## src/rtl/mem_req_queue.sv

```systemverilog
// In-order request queue and sequencer in front of a synchronous memory.
// Commands enter over a valid/ready handshake and sit in a small FIFO.
// One command per cycle is issued as a single-cycle read or write strobe.
// Read data returns through a two-stage pipeline as a one-cycle rsp_valid pulse.
module mem_req_queue #(
  parameter int unsigned ADDR_W = 5,
  parameter int unsigned DATA_W = 8,
  parameter int unsigned DEPTH  = 4
) (
  input  logic              clk,
  input  logic              rst,
  input  logic              req_valid,
  output logic              req_ready,
  input  logic              req_write,
  input  logic [ADDR_W-1:0] req_addr,
  input  logic [DATA_W-1:0] req_data,
  output logic              mem_read,
  output logic              mem_write,
  output logic [ADDR_W-1:0] mem_addr,
  output logic [DATA_W-1:0] mem_data_in,
  input  logic [DATA_W-1:0] mem_data_out,
  output logic              rsp_valid,
  output logic [ADDR_W-1:0] rsp_addr,
  output logic [DATA_W-1:0] rsp_data,
  output logic              busy
);

  localparam int unsigned PtrW = $clog2(DEPTH);
  localparam logic [PtrW:0] FullCount = (PtrW + 1)'(DEPTH);

  logic              fifo_wr_q   [DEPTH];
  logic [ADDR_W-1:0] fifo_addr_q [DEPTH];
  logic [DATA_W-1:0] fifo_data_q [DEPTH];

  logic [PtrW-1:0] wr_ptr_q, wr_ptr_d;
  logic [PtrW-1:0] rd_ptr_q, rd_ptr_d;
  logic [PtrW:0]   count_q, count_d;

  logic              mem_read_q, mem_read_d;
  logic              mem_write_q, mem_write_d;
  logic [ADDR_W-1:0] mem_addr_q, mem_addr_d;
  logic [DATA_W-1:0] mem_data_q, mem_data_d;

  // Stage A: the read strobe delayed by one cycle, aligned with mem_data_out.
  logic              a_valid_q;
  logic [ADDR_W-1:0] a_addr_q;

  logic              rsp_valid_q;
  logic [ADDR_W-1:0] rsp_addr_q;
  logic [DATA_W-1:0] rsp_data_q;

  logic push, pop;

  // Full is judged on the registered count, so a same-cycle pop does not free a slot.
  assign req_ready = (count_q != FullCount);
  assign push      = req_valid && req_ready;
  assign pop       = (count_q != '0);

  // Pointer and occupancy bookkeeping.
  always_comb begin
    wr_ptr_d = wr_ptr_q;
    rd_ptr_d = rd_ptr_q;
    count_d  = count_q;
    if (push) wr_ptr_d = wr_ptr_q + 1'b1;
    if (pop)  rd_ptr_d = rd_ptr_q + 1'b1;
    unique case ({push, pop})
      2'b10:   count_d = count_q + 1'b1;
      2'b01:   count_d = count_q - 1'b1;
      default: count_d = count_q;
    endcase
  end

  // Issue stage: load the head entry; address and data hold when idle.
  always_comb begin
    mem_read_d  = 1'b0;
    mem_write_d = 1'b0;
    mem_addr_d  = mem_addr_q;
    mem_data_d  = mem_data_q;
    if (pop) begin
      mem_write_d = fifo_wr_q[rd_ptr_q];
      mem_read_d  = !fifo_wr_q[rd_ptr_q];
      mem_addr_d  = fifo_addr_q[rd_ptr_q];
      mem_data_d  = fifo_data_q[rd_ptr_q];
    end
  end

  // FIFO storage and pointers.
  always_ff @(posedge clk or posedge rst) begin
    if (rst) begin
      for (int i = 0; i < int'(DEPTH); i++) begin
        fifo_wr_q[i]   <= 1'b0;
        fifo_addr_q[i] <= '0;
        fifo_data_q[i] <= '0;
      end
      wr_ptr_q <= '0;
      rd_ptr_q <= '0;
      count_q  <= '0;
    end else begin
      if (push) begin
        fifo_wr_q[wr_ptr_q]   <= req_write;
        fifo_addr_q[wr_ptr_q] <= req_addr;
        fifo_data_q[wr_ptr_q] <= req_data;
      end
      wr_ptr_q <= wr_ptr_d;
      rd_ptr_q <= rd_ptr_d;
      count_q  <= count_d;
    end
  end

  // Issue registers driving the memory port.
  always_ff @(posedge clk or posedge rst) begin
    if (rst) begin
      mem_read_q  <= 1'b0;
      mem_write_q <= 1'b0;
      mem_addr_q  <= '0;
      mem_data_q  <= '0;
    end else begin
      mem_read_q  <= mem_read_d;
      mem_write_q <= mem_write_d;
      mem_addr_q  <= mem_addr_d;
      mem_data_q  <= mem_data_d;
    end
  end

  // Read return pipeline: stage A tracks the strobe, then data is captured into the response.
  always_ff @(posedge clk or posedge rst) begin
    if (rst) begin
      a_valid_q   <= 1'b0;
      a_addr_q    <= '0;
      rsp_valid_q <= 1'b0;
      rsp_addr_q  <= '0;
      rsp_data_q  <= '0;
    end else begin
      a_valid_q   <= mem_read_q;
      a_addr_q    <= mem_addr_q;
      rsp_valid_q <= a_valid_q;
      if (a_valid_q) begin
        rsp_addr_q <= a_addr_q;
        rsp_data_q <= mem_data_out;
      end
    end
  end

  assign mem_read    = mem_read_q;
  assign mem_write   = mem_write_q;
  assign mem_addr    = mem_addr_q;
  assign mem_data_in = mem_data_q;
  assign rsp_valid   = rsp_valid_q;
  assign rsp_addr    = rsp_addr_q;
  assign rsp_data    = rsp_data_q;
  assign busy        = pop || mem_read_q || mem_write_q || a_valid_q || rsp_valid_q;

endmodule

```

## config.mk

```make
export PLATFORM = sky130hd
export DESIGN_NAME = mem_req_queue
export DESIGN_NICKNAME = d
export VERILOG_FILES = /design/src/rtl/mem_req_queue.sv
export SDC_FILE = /design/constraint.sdc
export NUM_CORES = 1
export LEC_CHECK = 0
export CORE_MARGIN = 2
export CORE_UTILIZATION = 45
export CTS_BUF_LIST = sky130_fd_sc_hd__clkbuf_16
export DETAILED_ROUTE_END_ITERATION = 12
export PLACE_DENSITY = 0.67
export SKIP_LAST_GASP = 1
export SLEW_MARGIN = 20
export SYNTH_ARGS = -nofsm -noshare
export SYNTH_HDL_FRONTEND = slang
export SYNTH_SLANG_ARGS = --single-unit
```

## constraint.sdc

```tcl
create_clock -name clk -period 3.65 [get_ports clk]
set_input_delay 0.73 -clock clk [delete_from_list [all_inputs] [get_ports clk]]
set_output_delay 0.73 -clock clk [all_outputs]
set_load 0.01 [all_outputs]
```

==> results of run 1 <==
Yosys cell counts:
library cell | n | share of area, %
ha_1 | 4 | 1.2
mux2_2 | 43 | 11
a21oi_1 | 1 | 0.12
dfrtp_1 | 98 | 57
o31ai_1 | 1 | 0.18
buf_6 | 2 | 0.53
o22a_1 | 1 | 0.20
xnor2_1 | 3 | 0.61
nor3_1 | 1 | 0.12
nand3_4 | 4 | 1.6
fa_1 | 1 | 0.47
nor2b_1 | 1 | 0.15
nand2b_1 | 2 | 0.29
buf_2 | 3 | 0.35
o21ai_0 | 3 | 0.35
nand2_1 | 2 | 0.18
nor4_1 | 1 | 0.15
mux2_4 | 40 | 14
nor2_1 | 3 | 0.26
buf_4 | 1 | 0.18
inv_1 | 6 | 0.53
o22ai_1 | 1 | 0.15
or3b_1 | 1 | 0.20
clkbuf_1 | 3 | 0.26
a22oi_1 | 1 | 0.18
mux4_2 | 14 | 7.4
buf_12 | 4 | 1.9
worst paths after layout:
path | to | slack, ns
worst min-delay path | a_addr_q[2]$_DFF_PP0_ | 0.40
worst min register to register | a_addr_q[2]$_DFF_PP0_ | 0.40
worst max-delay path | req_ready | 0.97
max in group asynchronous | mem_data_in[7]$_DFFE_PP0P_ | 2.16
min in group asynchronous | rsp_data[7]$_DFFE_PP0P_ | 0.82
worst max register to register | count_q[1]$_DFFE_PP0P_ | 1.48
logic make-up after synthesis:
logic type,Yosys count,synth area share [%]
xor gates and xnor gates,3,0.613
and+or+nand+nor,15,2.98
muxes,97,32.7
adders and majority gates,5,1.64
AOI/OAI and AO/OA,8,1.17
buffers and inverters,19,3.71
DFF,98,57.2
final cells by class:
class / instances / area [um^2]
Multi-Input combinational cell: 128 / 1680
Clock buffer: 9 / 225
Tap cell: 129 / 161
Clock inverter: 6 / 138
Timing Repair Buffer: 58 / 586
Fill cell: 724 / 3970
Inverter: 6 / 25.0
Sequential cell: 98 / 2450
layer usage:
layer | vias to the layer above | wire [um] | global-route usage [%]
li1 | 998 | - | -
met1 | 1150 | 3540 | 21.8
met2 | 55 | 3340 | 25.0
met3 | 13 | 321 | 3.73
met4 | 0 | 124 | 5.61
met5 | - | 0 | 0
state kept, by name, indices dropped and copies added, names as in the netlist:
| name | flops |
|---|---|
| mem_addr | 5 |
| count_q | 3 |
| mem_write | 1 |
| fifo_addr_q | 20 |
| rsp_valid | 1 |
| rsp_addr | 5 |
| wr_ptr_q | 2 |
| rd_ptr_q | 2 |
| fifo_wr_q | 4 |
| fifo_data_q | 32 |
| a_addr_q | 5 |
| mem_data_in | 8 |
| mem_read | 1 |
| a_valid_q | 1 |
| rsp_data | 8 |
power by group through the flow:
stage	combinational (mW)	sequential (mW)	clock, mW
detailed placement	1.96	2.09	0
finish	1.94	2.07	1.14
floorplan	1.50	1.98	0
CTS	1.97	2.08	1.16
global placement	1.92	2.07	0
global route	2.11	2.16	1.21
layout by cell type (no fill, tap or decap), types with 3 or more instances in the layout:
| master | instances |
|---|---|
| clkbuf_16 | 9 |
| clkdlybuf4s50_1 | 55 |
| mux2_2 | 43 |
| xnor2_1 | 3 |
| inv_1 | 5 |
| dfrtp_1 | 98 |
| mux4_2 | 14 |
| bufinv_16 | 4 |
| ha_1 | 4 |
| o21ai_0 | 3 |
| nor2_1 | 3 |
| mux2_4 | 40 |
| nand3_4 | 4 |
==> impl_metrics.ini, run 1 <==
[power_and_ir_drop]
peakVddDrop_v = 0.000377
p_sw_mw = 1.42
pwr_density_cell_nw_per_um2 = 977
power_mw = 5.14
power.static_leakage_nw = 2.34
internal-power_mw = 3.73
clkPwrFrac_pct = 22.1
power.share.combinational_pct = 37.7
swShare_pct = 27.6
pwr-share-seq_pct = 40.2

[critical_path]
path_delay_family = simple AND/OR/NAND/NOR gates
r2r-start = count_q[0]$_DFFE_PP0P_
path_cells = or3b_1, clkdlybuf4s50_1
critical_path.max_stage_delay_ns = 0.60
worst_setup_path_end_kind = primary output
cp.required_ns = 2.92
cp_slowest_cell = or3b_1
startpoint = count_q[0]$_DFFE_PP0P_
worst-path-stages = 2
path_class = reg2out
cp-start-kind = register
cp_max_fo = 8
rr_worst_depth = 6
cp.arrival_ns = 1.95
path_buf_inv = 1

[place]
dp_cells = 419
port_buffers = 55
hpwl_mm = 4.70
place_ws_ns = 0.923
gp_congestion = 0.691
dpl-instance-area_um2 = 4900

[final_layout]
fin_nets = 331
drive_gt1_share_pct = 39.7
diodes = 0
final_cell_area_um2 = 5270
final_util_pct = 57.0
layout.cells.non_filler = 434
area_delta_synth_final_pct = 22.9

[logic_synthesis]
ys_seq_area_share_pct = 57.2
synth_cell_type_count = 27
synth_warnings = 0
syn-num-nets = 275
syn_area_um2 = 4290
ys_seq_elements = 98
avgSynthCellArea_um2 = 17.5
synthCells = 245

[route]
postRouteAntennaNets = 0
first_iter_violations = 49
vias = 2216
first_pass_iters = 4
drt_wl_total_mm = 7.33
viasPerCell = 5.11
drc = 0
wl_per_cell_um = 16.9

[cts]
clk_latency_ns = 0.34
post-cts-setup-buffer-count = 0
hold_buffers = 0
cts_root_buf = clkbuf_16
cts_made_buffers = 9
cts_tree = built
clk_pin_slew_ns = 0.07
cts-resized-gates = 0
htree_levels = 3
cts.sinks = 98
clockBufferDepth = 2

[global_routing]
grt_pass1_vias = 2360
grt_pass1_wl_mm = 12.5
grt_max_degree = 47
overflow = 0
grt_antenna_before_repair = 0
grt.total_usage_pct = 15.9

[status]
status = finished clean

[timing]
fin_crit_ns = 2.68
slew_viol_final = 0
hold_viol_final = 0
setup_ws_ns = 0.973
max_freq_ghz = 0.374
worst_slew_pin_slew_ns = 0.994
slew_headroom_pct = 33.7
rsz0062_at_grt = no
finalCritPeriodShare_pct = 73.3
finalSetupViolations = 0
tns_ns = 0
whs_ns = 0.397
fin_worst_skew_ns = 0.00818

[floorplan]
io-pin-count = 56
start_util_pct = 46.4
die-area_um2 = 10300
core_um2 = 9240
rows = 35
die_w_um = 102
die_h_um = 102

[min_path]
hold_path.class = reg2reg
min_path_cells = 0
hp-start = mem_addr[2]$_DFFE_PP0P_

[job]
maxCapViolCount = 0
Power figures use the tool's default switching activity.
==> run 2: changes to the inputs <==
--- a/config.mk
+++ b/config.mk
@@ -9,7 +9,7 @@
 export CORE_UTILIZATION = 45
 export CTS_BUF_LIST = sky130_fd_sc_hd__clkbuf_16
 export DETAILED_ROUTE_END_ITERATION = 12
-export PLACE_DENSITY = 0.67
+export PLACE_DENSITY = 0.7
 export SKIP_LAST_GASP = 1
 export SLEW_MARGIN = 20
 export SYNTH_ARGS = -nofsm -noshare
==> constraint.sdc (replaced) <==
create_clock -name clk -period 2.2 [get_ports clk]
set_input_delay 0.44 -clock clk [delete_from_list [all_inputs] [get_ports clk]]
set_output_delay 0.44 -clock clk [all_outputs]
set_load 0.01 [all_outputs]
==> impl_metrics.ini, run 2 (synthesized netlist as in run 1, its figures left out) <==
[status]
status = finished clean

[place]
gp_congestion = 0.672
port_buffers = 55
place_ws_ns = 0.187
hpwl_mm = 4.69

[final_layout]
diodes = 0
seqCellArea_um2 = 2450
reg_top3 = fifo_data_q x32, fifo_addr_q x20
largest_reg_flops = 32
fin_nets = 337
area_delta_synth_final_pct = 23.2
final_common_cell = dfrtp_1
largest-register = fifo_data_q
layout_common_cells = 96 x dfrtp_1, 54 x clkdlybuf4s50_1, 43 x mux2_2
multi_input_area_um2 = 1690
nFillCells = 736
drive_gt1_share_pct = 41.5

[power_and_ir_drop]
power.share.combinational_pct = 41.2
swShare_pct = 28.4
internal-power_mw = 6.02
clkPwrFrac_pct = 19.7
pwr_density_cell_nw_per_um2 = 1590
pwr-share-seq_pct = 39.2
peakVddDrop_v = 0.000571
p_sw_mw = 2.39
power.static_leakage_nw = 2.33

[route]
first_iter_violations = 71
postRouteAntennaNets = 0
viasPerCell = 5.08
first_pass_iters = 4
drc = 0
vias = 2237
wl_per_cell_um = 16.9
drt_wl_total_mm = 7.46

[critical_path]
startpoint = mem_read$_DFF_PP0_
cp_max_fo = 3
crit_end = busy
rr_worst_depth = 4
ff2ff_setup_slack_ns = 0.33
cp.arrival_ns = 1.66
worst_setup_path_end_kind = primary output
rr_endpoint = fifo_data_q[28]$_DFFE_PP0P_
cp-start-kind = register
path_class = reg2out
cp.required_ns = 1.76
r2r-start = count_q[0]$_DFFE_PP0P_

[global_routing]
grt_pass1_wl_mm = 12.3
grt_pass1_vias = 2302
overflow = 0
grt_max_degree = 99
grt_antenna_before_repair = 0
grt.total_usage_pct = 15.7

[cts]
post-cts-setup-buffer-count = 0
htree_levels = 3
cts_made_buffers = 9
cts_root_buf = clkbuf_16
clk_pin_slew_ns = 0.07
cts.sinks = 98
clockBufferDepth = 2
cts_tree = built
clk_latency_ns = 0.34

[timing]
finalCritPeriodShare_pct = 95.6
slew_headroom_pct = 64.6
fin_crit_ns = 2.10
finalSetupViolations = 0
rsz0062_at_grt = no
setup_ws_ns = 0.0973
worst_slew_pin_slew_ns = 0.531
hold_viol_final = 0
tns_ns = 0
max_freq_ghz = 0.476
slew_viol_final = 0
whs_ns = 0.402
fin_worst_skew_ns = 0.00617

[job]
maxCapViolCount = 0

[min_path]
hp-start = mem_addr[4]$_DFFE_PP0P_
hold_path.class = reg2reg

[floorplan]
io-pin-count = 56
die_w_um = 102
start_util_pct = 46.4
rows = 35
die-area_um2 = 10300
core_um2 = 9240
die_h_um = 102
run 2: timing repair:
item | in CTS | in global routing
resized for setup | 1 | 3
hold buffers | 0 | 0
pin swaps | 0 | 1
hold endpoints to repair | 0 | 0
endpoints found under the setup margin | 1 | 2
run 2: worst min path at each step:
| stage | cells past startpoint | end | slack (ns) |
|---|---|---|---|
| after floorplan | 0 | a_addr_q[0]$_DFF_PP0_ | 0.43 |
| after global placement | 0 | a_addr_q[3]$_DFF_PP0_ | 0.38 |
| after detailed placement | 0 | a_addr_q[1]$_DFF_PP0_ | 0.39 |
| after CTS | 0 | a_addr_q[1]$_DFF_PP0_ | 0.41 |
| after global routing | 0 | a_addr_q[4]$_DFF_PP0_ | 0.42 |
| final | 0 | a_addr_q[4]$_DFF_PP0_ | 0.40 |
run 2: critical path, stage by stage (launching register included):
cell	delay, ns
dfrtp_1	0.40
nor4_1	0.26
buf_4	0.15
nand2_1	0.04
clkdlybuf4s50_1	0.48
run 2: cell type report:
type                       count  share of cell area [%]
tap                          129                    3.06
timing repair buffer          64                    12.0
sequential                    98                    46.5
multi-input combinational    128                    31.9
clock buffer                   9                    4.27
inverter                       6                   0.498
clock inverter                 6                    1.75
run 2: per-stage QoR:
| step | instances | area (um^2) | utilization (%) | power (mW) |
|---|---|---|---|---|
| 6_report | 440 | 5280 | 57.1 | 8.42 |
| 5_1_grt | 440 | 5280 | 57.1 | 8.94 |
| 4_1_cts | 440 | 5270 | 57.1 | 8.53 |
| 3_5_place_dp | 425 | 4950 | 53.6 | 6.81 |
| 3_3_place_gp | 425 | 4950 | 53.6 | 6.69 |
| 2_1_floorplan | 245 | 4290 | - | 5.77 |
run 2: layer usage:
metal  vias up  wire length [um]  global-route usage (%)
met4         0                90                    3.74
met1      1166              3520                    21.9
met2        58              3590                    24.7
met3         7               258                    4.28
met5         -                 0                       0
li1       1006                 -                       -
run 2: power by group through the flow:
stage          combinational [mW]  sequential [mW]  clock, mW
3_3_place_gp                 3.42             3.27          0
4_1_cts                      3.53             3.30       1.70
5_1_grt                      3.74             3.42       1.77
2_1_floorplan                2.48             3.28          0
3_5_place_dp                 3.51             3.30          0
6_report                     3.46             3.30       1.66
==> edit, RTL diff (flow settings as in run 2) <==
`DATA_W`: 8 -> 12.
--- a/src/rtl/mem_req_queue.sv
+++ b/src/rtl/mem_req_queue.sv
@@ -4,7 +4,7 @@
 // Read data returns through a two-stage pipeline as a one-cycle rsp_valid pulse.
 module mem_req_queue #(
   parameter int unsigned ADDR_W = 5,
-  parameter int unsigned DATA_W = 8,
+  parameter int unsigned DATA_W = 12,
   parameter int unsigned DEPTH  = 4
 ) (
   input  logic              clk,
Interface: changed (resized mem_data_in, mem_data_out, req_data and rsp_data); port bits go from 56 to 72. The function was not compared with the original's and may differ.
==> edit against run 2 <==
Setup slack better by 0.093 ns. First-iteration DRC count up 62%. Die area rose by 18%. Synthesized cell count is 22% higher. Sequential cell count is 24 higher. Synthesized area grew 18%. Hold slack worse by 0.052 ns. Routed wire length up 22%. Power increased by 31%. Critical path depth fell by 2. Design area increased by 26%. Clock skew is 0.0051 ns higher. Largest cell class unchanged. Largest power group is now registers.
==> edit: results (changes against run 2) <==
Logic synthesis
  – Commonest cells in the netlist: 122 x dfrtp_1, 67 x mux2_2, 40 x mux2_1
  – Synth top area cells: dfrtp_1 60%, mux2_2 15%, mux2_1 8.9%
  – Synthesized instance count: 298 (+22%)

Cells and area
  – Largest registers: fifo_data_q: 48 flops, fifo_addr_q: 20 flops
  – Final #Nets: 424 (+26%)
  – Fraction of layout cells with a size suffix above 1: 0.3358 (-0.07895)
  – Post-route insts no fill: 539 (+23%)

Setup path
  – CP delay by family, top: flip-flops
  – Signal arrival time at the worst endpoint: 1.57 ns (-0.09 ns)
  – Max incr delay on CP: 0.46 ns (-0.02 ns)
  – CP max FO: 8 (+5)
  – Reg-to-reg critical path endpoint: fifo_addr_q[15]
  – R2R Setup Slk: 0.35 ns (+0.02 ns)

Global routing
  – Vias in the first global route: 3,000 (+30%)
  – Global-route wire length before repair: 15,090 µm (+23%)
  – Largest net degree at the start of global routing: 68 (-31%)
  – All-Layer GR Usage: 0.1695 (+0.01244)

Drt
  – Iteration-0 DRC Markers: 115 (+62%)
  – DR pass1 iterations: 3 (-1)
  – Vias per cell: 5.158 (+1.4%)

Placed design
  – Worst slack, placed: 0.1722 ns (-0.01512 ns)
  – Number of port buffers: 71 (+29%)
  – Final HPWL DP: 5975 µm (+28%)

Timing
  – Slew HR: 0.7678 (+0.1216)
  – Final worst clock skew: 0.01131 ns (+0.005140 ns)

Pwr
  – Max rail drop VDD: 728.2 µV (+28%)
  – Power per cell area: 1657 mW/mm² (+3.9%)

Min path
  – Worst Hold Class: input port to async pin

Run status
  – Status: finished, final reports clean
[edit: final cells by class]
cell class,instances,area (µm²)
multi-input combinational,156,1896
sequential,122,3054
inverter,6,26.28
fill,822,4297
tap,140,175.2
clock inverter,15,247.7
timing repair buffer,83,814.5
clock buffer,17,425.4
[edit: report_power, final]
part	leakage (µW)	total, µW	internal [µW]	switching, µW
clock network	0.000327	3110	2130	986
logic	0.00103	3860	2420	1440
registers	0.00144	4030	3430	596
total	0.00280	11000	7980	3030
[edit: worst max path at each step]
| stage | startpoint | to | slack [ns] |
|---|---|---|---|
| floorplan | rst | a_addr_q[0] | 0.26 |
| global placement | req_valid | fifo_data_q[39] | 0.22 |
| detailed placement | req_valid | fifo_data_q[36] | 0.17 |
| CTS | count_q[0] | busy | 0.001 |
| global route | count_q[1] | req_ready | 0.12 |
| finish | count_q[0] | req_ready | 0.19 |
[edit: worst register-to-register path, stage by stage (launching register included)]
cell	delay, ns
dfrtp_2	0.46
or3b_1	0.41
buf_4	0.19
nand3_4	0.29
mux2_2	0.38
[edit: routing by layer]
layer	track usage	wire [µm]	share of wire
met4	0.05893	74	0.0081
met5	0	0	0
met1	0.2120	4059	0.44
met2	0.2770	4539	0.50
met3	0.05761	457	0.050
[edit: kinds of logic (layout without fill, tap and decap cells)]
logic type	Yosys count	in the layout	synth area share
buffers and inverters	20	121	0.02637
adders and majority gates	5	5	0.01380
xor gates and xnor gates	3	3	0.005177
DFF	122	122	0.6014
muxes	125	125	0.3172
and+or+nand+nor	15	15	0.02613
AOI/OAI and AO/OA	8	8	0.009860
[edit: repair_timing]
action / CTS / global route
pin swaps: 1 / 1
setup buffers: 1 / 0
hold buffers: 0 / 0
resized for setup: 2 / 1
endpoints found under the setup margin: 2 / 1
gates cloned: 0 / 0
